--- config.mk ---
export PLATFORM = sky130hd
export DESIGN_NAME = emisor_teclado
export DESIGN_NICKNAME = d
export VERILOG_FILES = /design/src/rtl/emisor_teclado.sv
export SDC_FILE = /design/constraint.sdc
export NUM_CORES = 1
export LEC_CHECK = 0
export ABC_AREA = 1
export BUFFER_PORTS_ARGS = -buffer_cell sky130_fd_sc_hd__buf_2
export CORE_MARGIN = 3
export CORE_UTILIZATION = 55
export CTS_CLUSTER_DIAMETER = 100
export DETAILED_ROUTE_END_ITERATION = 10
export PLACE_DENSITY_LB_ADDON = 0.1
export SYNTH_ARGS = -nofsm -noshare
export SYNTH_HDL_FRONTEND = slang
export SYNTH_SLANG_ARGS = --single-unit
--- constraint.sdc ---
create_clock -name clock -period 4.5 [get_ports clock]
set_clock_uncertainty 0.1 [all_clocks]
set_input_delay 0.9 -clock clock [delete_from_list [all_inputs] [get_ports clock]]
set_output_delay 0.9 -clock clock [all_outputs]
set_load 0.03 [all_outputs]
--- src/rtl/emisor_teclado.sv ---
// Keypad-side transmitter for the cashier FSM. It runs one full session per start:
// card insert, 4 PIN digits, wait for the PIN verdict, 8 amount digits plus monto_stb,
// wait for the result, then reports the outcome on done/status.
// Optional build macro TECLADO_BCD_CHECK_EN: reject sessions whose PIN or amount
// contains a nibble above 9 (status 5, no card, no strobes).
module emisor_teclado #(
    parameter int GAP_CYCLES    = 2,
    parameter int INSERT_CYCLES = 4,
    parameter int RESP_TIMEOUT  = 16
) (
    input  logic        clock,
    input  logic        reset,
    input  logic        start,
    input  logic [15:0] pin_in,
    input  logic [31:0] monto_in,
    input  logic        tipo_in,
    input  logic        pin_incorrecto,
    input  logic        bloqueo,
    input  logic        entregar_dinero,
    input  logic        fondos_insuficientes,
    output logic        tarjeta_recibida,
    output logic        tipo_trans,
    output logic        digito_stb,
    output logic [3:0]  digito,
    output logic        monto_stb,
    output logic        busy,
    output logic        done,
    output logic [2:0]  status
);
    localparam int GAP_W = (GAP_CYCLES > 0) ? $clog2(GAP_CYCLES + 1) : 1;
    localparam int INS_W = (INSERT_CYCLES > 1) ? $clog2(INSERT_CYCLES) : 1;
    localparam int TMO_W = (RESP_TIMEOUT > 1) ? $clog2(RESP_TIMEOUT) : 1;
    localparam logic [GAP_W-1:0] GAP_LAST = GAP_W'(GAP_CYCLES);
    localparam logic [INS_W-1:0] INS_LAST = INS_W'(INSERT_CYCLES - 1);
    localparam logic [TMO_W-1:0] TMO_LAST = TMO_W'(RESP_TIMEOUT - 1);

    localparam logic [2:0] ST_OK     = 3'd0;
    localparam logic [2:0] ST_PIN    = 3'd1;
    localparam logic [2:0] ST_BLOQ   = 3'd2;
    localparam logic [2:0] ST_FONDOS = 3'd3;
    localparam logic [2:0] ST_NORESP = 3'd4;
    localparam logic [2:0] ST_BCD    = 3'd5;

    typedef enum logic [2:0] {
        S_IDLE, S_REJECT, S_INSERT, S_SEND_PIN, S_WAIT_PIN, S_SEND_AMT, S_WAIT_RES, S_FINISH
    } state_t;

    state_t           state;
    logic [INS_W-1:0] ins_cnt;
    logic [GAP_W-1:0] ph_cnt;
    logic [TMO_W-1:0] tmo_cnt;
    logic [2:0]       dig_idx;
    logic [15:0]      pin_q;
    logic [31:0]      monto_q;
    logic             stb_q;
    logic [3:0]       dig_q;
    logic             mstb_q;

    // Nibble idx of the PIN, counted from the most significant end.
    function automatic logic [3:0] pin_nib(input logic [15:0] p, input logic [2:0] idx);
        logic [15:0] sh;
        sh = p << {idx[1:0], 2'b00};
        return sh[15:12];
    endfunction

    // Nibble idx of the amount, counted from the most significant end.
    function automatic logic [3:0] monto_nib(input logic [31:0] m, input logic [2:0] idx);
        logic [31:0] sh;
        sh = m << {idx, 2'b00};
        return sh[31:28];
    endfunction

`ifdef TECLADO_BCD_CHECK_EN
    // True when any nibble of the packed PIN/amount is not a decimal digit.
    function automatic logic has_non_bcd(input logic [47:0] v);
        logic bad;
        bad = 1'b0;
        for (int i = 0; i < 12; i++) begin
            if (v[4*i +: 4] > 4'h9) bad = 1'b1;
        end
        return bad;
    endfunction
`endif

    // A blocked cashier silences the strobes in the very cycle it is reported.
    assign digito_stb = stb_q & ~bloqueo;
    assign digito     = digito_stb ? dig_q : 4'hF;
    assign monto_stb  = mstb_q & ~bloqueo;

    // Capture the session data when a start is accepted.
    always_ff @(posedge clock) begin
        if (state == S_IDLE && start) begin
            pin_q   <= pin_in;
            monto_q <= monto_in;
        end
    end

    // Session sequencer with registered outputs.
    always_ff @(posedge clock) begin
        if (reset) begin
            state            <= S_IDLE;
            ins_cnt          <= '0;
            ph_cnt           <= '0;
            tmo_cnt          <= '0;
            dig_idx          <= '0;
            stb_q            <= 1'b0;
            dig_q            <= 4'hF;
            mstb_q           <= 1'b0;
            tarjeta_recibida <= 1'b0;
            tipo_trans       <= 1'b0;
            busy             <= 1'b0;
            done             <= 1'b0;
            status           <= ST_OK;
        end else begin
            done <= 1'b0;
            if (state != S_IDLE && state != S_FINISH && bloqueo) begin
                state            <= S_FINISH;
                status           <= ST_BLOQ;
                done             <= 1'b1;
                tarjeta_recibida <= 1'b0;
                stb_q            <= 1'b0;
                dig_q            <= 4'hF;
                mstb_q           <= 1'b0;
            end else begin
                case (state)
                    S_IDLE: begin
                        if (start) begin
                            tipo_trans <= tipo_in;
                            status     <= ST_OK;
                            busy       <= 1'b1;
                            ins_cnt    <= '0;
`ifdef TECLADO_BCD_CHECK_EN
                            if (has_non_bcd({pin_in, monto_in})) begin
                                state <= S_REJECT;
                            end else begin
                                state            <= S_INSERT;
                                tarjeta_recibida <= 1'b1;
                            end
`else
                            state            <= S_INSERT;
                            tarjeta_recibida <= 1'b1;
`endif
                        end
                    end
                    S_REJECT: begin
                        state  <= S_FINISH;
                        status <= ST_BCD;
                        done   <= 1'b1;
                    end
                    S_INSERT: begin
                        if (ins_cnt == INS_LAST) begin
                            state   <= S_SEND_PIN;
                            stb_q   <= 1'b1;
                            dig_q   <= pin_q[15:12];
                            dig_idx <= '0;
                            ph_cnt  <= '0;
                        end else begin
                            ins_cnt <= ins_cnt + 1'b1;
                        end
                    end
                    S_SEND_PIN: begin
                        if (ph_cnt == '0 && dig_idx == 3'd3) begin
                            state   <= S_WAIT_PIN;
                            stb_q   <= 1'b0;
                            dig_q   <= 4'hF;
                            tmo_cnt <= '0;
                        end else if (ph_cnt == GAP_LAST) begin
                            ph_cnt  <= '0;
                            dig_idx <= dig_idx + 3'd1;
                            stb_q   <= 1'b1;
                            dig_q   <= pin_nib(pin_q, dig_idx + 3'd1);
                        end else begin
                            ph_cnt <= ph_cnt + 1'b1;
                            stb_q  <= 1'b0;
                            dig_q  <= 4'hF;
                        end
                    end
                    S_WAIT_PIN: begin
                        if (pin_incorrecto) begin
                            state            <= S_FINISH;
                            status           <= ST_PIN;
                            done             <= 1'b1;
                            tarjeta_recibida <= 1'b0;
                        end else if (tmo_cnt == TMO_LAST) begin
                            state   <= S_SEND_AMT;
                            stb_q   <= 1'b1;
                            dig_q   <= monto_q[31:28];
                            dig_idx <= '0;
                            ph_cnt  <= '0;
                        end else begin
                            tmo_cnt <= tmo_cnt + 1'b1;
                        end
                    end
                    S_SEND_AMT: begin
                        if (mstb_q) begin
                            state   <= S_WAIT_RES;
                            mstb_q  <= 1'b0;
                            tmo_cnt <= '0;
                        end else if (ph_cnt == GAP_LAST) begin
                            if (dig_idx == 3'd7) begin
                                mstb_q <= 1'b1;
                                stb_q  <= 1'b0;
                                dig_q  <= 4'hF;
                            end else begin
                                ph_cnt  <= '0;
                                dig_idx <= dig_idx + 3'd1;
                                stb_q   <= 1'b1;
                                dig_q   <= monto_nib(monto_q, dig_idx + 3'd1);
                            end
                        end else begin
                            ph_cnt <= ph_cnt + 1'b1;
                            stb_q  <= 1'b0;
                            dig_q  <= 4'hF;
                        end
                    end
                    S_WAIT_RES: begin
                        if (fondos_insuficientes || entregar_dinero || tmo_cnt == TMO_LAST) begin
                            state            <= S_FINISH;
                            done             <= 1'b1;
                            tarjeta_recibida <= 1'b0;
                            if (fondos_insuficientes)  status <= ST_FONDOS;
                            else if (entregar_dinero)  status <= ST_OK;
                            else                       status <= tipo_trans ? ST_NORESP : ST_OK;
                        end else begin
                            tmo_cnt <= tmo_cnt + 1'b1;
                        end
                    end
                    S_FINISH: begin
                        state <= S_IDLE;
                        busy  <= 1'b0;
                    end
                    default: state <= S_IDLE;
                endcase
            end
        end
    end
endmodule

After elaboration in Yosys (flattened, before gate mapping)
Index checks and enable logic that the tools add are counted.
Word-level totals
  bits in registers: 75
  bits in latches: 0
  memory bits (writable): 0
  memory bits (read-only): 0
  input port bits: 56
  output and inout port bits: 13
  word-level logic and storage cells: 166
  memories: 0
Operators by class
  $add $sub $neg: 4
  multiply operators: 0
  divide/modulo/power cells: 0
  order comparisons: 0
  equality and inequality tests: 37
  shift-type cells: 2
  muxes and demuxes: 75
  bitwise gates (word level): 4
  reductions and logical operators: 28
Operators by type and width (number)
  3-bit 2-to-1 mux: 22
  4-bit 2-to-1 mux: 14
  2-bit != test, second input constant: 16
  4-bit one-hot mux with 4 select lines: 2
  32-bit by 5-bit left shift with 32-bit output: 1
  3-bit one-hot mux with 4 select lines: 2
  3-bit one-hot mux with 8 select lines: 1
  2-bit 2-to-1 mux: 11
  3-bit != test, second input constant: 7
  1-bit 2-to-1 mux: 17
  4-bit AND reduction: 4
  16-bit by 4-bit left shift with 16-bit output: 1
  3-bit == test, second input constant: 5
  4-bit nonzero test: 3
  10-bit AND reduction: 1
  3-bit by 2-bit == test with 1-bit output, second input constant: 3
  2-bit one-hot mux with 4 select lines: 1
  8-bit AND reduction: 1
  7-bit AND reduction: 1
  1-bit one-hot mux with 3 select lines: 2
  3-bit AND reduction: 2
  6-bit AND reduction: 1
  3-bit nonzero test: 2
  5-bit AND reduction: 1
  other kinds (20): 29

Depth between registers and ports, before layout
  word-level depth: 6
  depth in mapped cells: 11

Worst setup path before layout
Ideal clock, no wire load.
  path type: input to register
  from: in start
  to: reg ins_cnt[0]
  data arrival time: 3.762 ns
  data required time: 4.282 ns
  path slack: 0.520 ns
  stages: 5
  cell sequence: inv_1 -> nor2_1 -> o21ai_0 -> o21ai_0 -> nor2_1
Between the ends
  cells in the longest elaborated chain, start to end: 2
RTL lines
  start, declared: line 13  | input logic start,
  2-bit != test (no line)
  4-bit AND reduction (no line)
  end signal, assigned: line 158  | ins_cnt <= ins_cnt + 1'b1;
  end, declared: line 49  | logic [INS_W-1:0] ins_cnt;
Every way passes these cells.
A chain may end at the register's enable or synchronous reset.

Final worst setup path
  from: reg dig_idx[0]
  to: reg dig_q[1]
Between the ends
  cells in the longest elaborated chain, start to end: 6
  elaborated cells between the ends (all ways): 12
  classes of those cells: add/sub: 1; eq/ne: 2; shift: 2; mux: 6; reduce/logical: 1
RTL lines
  start, declared: line 52  | logic [2:0] dig_idx;
  start signal, assigned: line 169  | dig_idx <= dig_idx + 3'd1;
  start signal, assigned: line 206  | dig_idx <= dig_idx + 3'd1;
  3-bit by 1-bit adder with 3-bit output: line 208  | dig_q <= monto_nib(monto_q, dig_idx + 3'd1);
  32-bit by 5-bit left shift with 32-bit output: line 69  | sh = m << {idx, 2'b00};
  4-bit 2-to-1 mux: line 200  | if (dig_idx == 3'd7) begin
  4-bit 2-to-1 mux: line 199  | end else if (ph_cnt == GAP_LAST) begin
  4-bit 2-to-1 mux: line 195  | if (mstb_q) begin
  4-bit one-hot mux with 4 select lines (*): line 125  | case (state)
  end signal, assigned: line 154  | dig_q <= pin_q[15:12];
  end signal, assigned: line 187  | dig_q <= monto_q[31:28];
  end signal, assigned: line 208
  end, declared: line 56  | logic [3:0] dig_q;
Every way passes the cells marked *; elsewhere a longest branch is shown, timed or not. The select of a mux whose other input is x is not followed.

==> flow_metrics.py <==
metrics = {
    "critical_path": {
        "cp_slowest_stage_delay_ns": 0.86,
        "path_buf_inv": 1,
        "critPathTopFamily": "flip-flops",
        "critPathCaptureType": "flip-flop",
        "required_ns": 4.65,
        "path_cells": "clkinv_1, nand2_1, nand3_1, nand3_1, nand3_1, nand2_1, nand2_1, nand2_1, nand2_1",
        "reg2regPathDepth": 9,
        "reg2reg_from": "dig_idx[0]",
        "critPathLaunch": "dig_idx[0]",
        "crit_cells": 9,
        "worstSetupPathType": "flip-flop to flip-flop",
        "r2r_end": "dig_q[1]",
        "cp-start-kind": "flip-flop",
        "path_common_cell": "nand2_1",
        "critPathSlowestCell": "dfxtp_1",
        "cp.arrival_ns": 2.81,
        "cp_max_fo": 26,
        "crit_path_end": "dig_q[1]",
        "reg2reg_setup_slack_ns": 1.83,
    },
    "die": {
        "rows": 29,
        "core_area_sq_um": 6460,
        "start_util_pct": 57.6,
        "die_h_um": 88.2,
        "io_pins": 69,
        "die_w_um": 88.2,
        "die_area_sq_um": 7780,
    },
    "run": {
        "maxCapViolCount": 0,
    },
    "global_routing": {
        "grtUsageTotal_pct": 23.1,
        "grt_pass1_vias": 2968,
        "grt_pass1_wl_mm": 13.5,
        "gr-total-overflow": 0,
        "grt_max_degree": 29,
        "antenna_found_initial": 0,
    },
    "route": {
        "drc_errors": 0,
        "drtIter0Drc": 224,
        "wire_per_inst_um": 14.0,
        "wl_mm": 8.36,
        "viasPerCell": 5.41,
        "dr.pass1.iters": 5,
        "vias": 3227,
        "ant_nets": 0,
    },
    "yosys": {
        "synthTopCellsByArea": "edfxtp_1 39%, dfxtp_1 15%, nand2_1 14%",
        "avgSynthCellArea_sq_um": 8.35,
        "synth_top_family_by_area": "simple AND/OR/NAND/NOR gates",
        "ys_types": 27,
        "yosysTopAreaCell": "edfxtp_1",
        "muxShareOfSynthArea_pct": 0,
        "yosys_warnings": 0,
        "syn_area_sq_um": 3720,
        "synth-simple-area-share_pct": 32.2,
        "synthXorXnorAreaFrac_pct": 0.471,
        "synth_fa_ha_area_share_pct": 2.36,
        "ys_seq_area_share_pct": 53.3,
        "synth_compound_area_share_pct": 5.39,
        "synthCells": 445,
        "synth_seq_cells": 75,
        "syn-num-nets": 508,
        "synth_top_area_share_pct": 38.8,
    },
    "status": {
        "status": "finished, final reports clean",
    },
    "layout": {
        "fin_util_pct": 66.1,
        "drive_gt1_share_pct": 21.8,
        "final_nets": 577,
        "antenna-diode-count": 0,
        "fillers": 572,
        "synthToLayoutAreaGrowth_pct": 14.9,
    },
    "sta": {
        "tightestPinTransition_ns": 0.813,
        "post-route-min-period_ns": 2.67,
        "rsz0062_at_grt": "false",
        "setup_viol_count_final": 0,
        "hold_violations": 0,
        "drv_slew": 0,
        "max_freq_mhz": 375,
        "final.setup.tns_ns": 0,
        "relSlewSlack_pct": 45.7,
        "period_share_pct": 59.3,
    },
    "min_path": {
        "min_path_type": "flip-flop to flip-flop",
        "hold_start": "tarjeta_recibida",
    },
    "power_and_ir_drop": {
        "ir_worst_vdd_uv": 315,
        "leakage_nw": 1.90,
        "powerDensity_nw_per_um2": 578,
    },
    "clocking": {
        "cts_buffers": 9,
        "cts_tree": "built",
        "h-tree-depth": 3,
        "postCtsSetupBuffers": 0,
        "insertion_delay_ns": 0.35,
        "ctsResizeCount": 0,
        "root_buffer": "clkbuf_8",
        "hold_buffers": 0,
        "path_clk_slew_ns": 0.08,
        "cts_sinks": 75,
        "ctsLongestPathBuffers": 2,
    },
    "placement": {
        "port_buffers": 68,
        "hpwlAfterDp_mm": 6.16,
        "gp_congestion": 0.927,
    },
}
synth_stat cells (all sizes together):
library cell	number
buf	9
a31oi	2
o21ai	13
nand4	1
a21oi	23
xor2	1
dfxtp	27
nor3	2
xnor2	1
nand3	64
nand2	143
edfxtp	48
nor2	60
ha	7
clkbuf	3
inv	40
clkinv	1
where the power goes:
group	total (mW)	switching, mW	internal (mW)
clock network	0.455	0.253	0.202
registers	1.07	0.136	0.938
logic	0.939	0.635	0.304
total	2.47	1.02	1.44
stage by stage:
step | setup slack, ns | total power [mW] | instances | hold slack [ns] | cell area [sq um]
after global routing | 1.38 | 2.67 | 596 | 0.399 | 4270
final | 1.83 | 2.47 | 596 | 0.370 | 4270
after CTS | 1.86 | 2.48 | 596 | 0.374 | 4270
after global placement | 1.90 | 2.01 | 580 | 0.355 | 4100
after detailed placement | 1.88 | 2.02 | 580 | 0.353 | 4100
after floorplan | 0.520 | 1.80 | 445 | 0.340 | 3720
how the worst min path moves through the flow:
stage / endpoint / slack, ns / cells after the start
global placement: dig_q[2] / 0.36 / 2
global route: tarjeta_recibida / 0.40 / 2
CTS: dig_q[2] / 0.37 / 2
floorplan: dig_q[0] / 0.34 / 2
detailed placement: dig_q[2] / 0.35 / 2
finish: tarjeta_recibida / 0.37 / 2
sequential cells by signal (all words and copies together), names as in the netlist:
signal,flops
status,3
stb_q,1
tarjeta_recibida,1
tipo_trans,1
state,3
dig_q,4
mstb_q,1
ph_cnt,2
tmo_cnt,4
done,1
ins_cnt,2
pin_q,16
monto_q,32
busy,1
dig_idx,3
final cells by class:
type                       count  area, sq um  share of cell area, %
timing repair buffer          70          355                   8.32
inverter                      41          154                   3.60
sequential                    75         1980                   46.4
multi-input combinational    317         1510                   35.3
tap                           77         96.3                   2.26
clock buffer                   9          124                   2.90
clock inverter                 7         50.0                   1.17
cells in the final DEF (no fill, tap or decap), drive strengths merged, types with 9 or more instances in the layout:
cell type  Yosys  routed
nand2        143     143
inv           40      42
a21oi         23      23
clkbuf         3       9
edfxtp        48      48
buf            9      70
dfxtp         27      27
nand3         64      64
nor2          60      60
o21ai         13      13
cells by family after synthesis:
group	Yosys count
DFF	75
xor gates and xnor gates	2
and+or+nand+nor	270
adders and majority gates	7
buffers and inverters	53
AOI/OAI and AO/OA	38
layer usage:
layer,wire (um),track usage [%],part of all wire (%)
met1,3490,28.3,42
met2,4180,39.4,50
met3,453,5.12,5.4
met4,242,10.0,2.9
met5,0,0,0
worst register-to-register path, stage by stage, from the launching register on:
cell	delay [ns]
dfxtp_1	0.86
clkinv_1	0.81
nand2_1	0.26
nand3_1	0.12
nand3_1	0.13
nand3_1	0.08
nand2_1	0.06
nand2_1	0.06
nand2_1	0.06
nand2_1	0.04
Power figures use the tool's default switching activity.
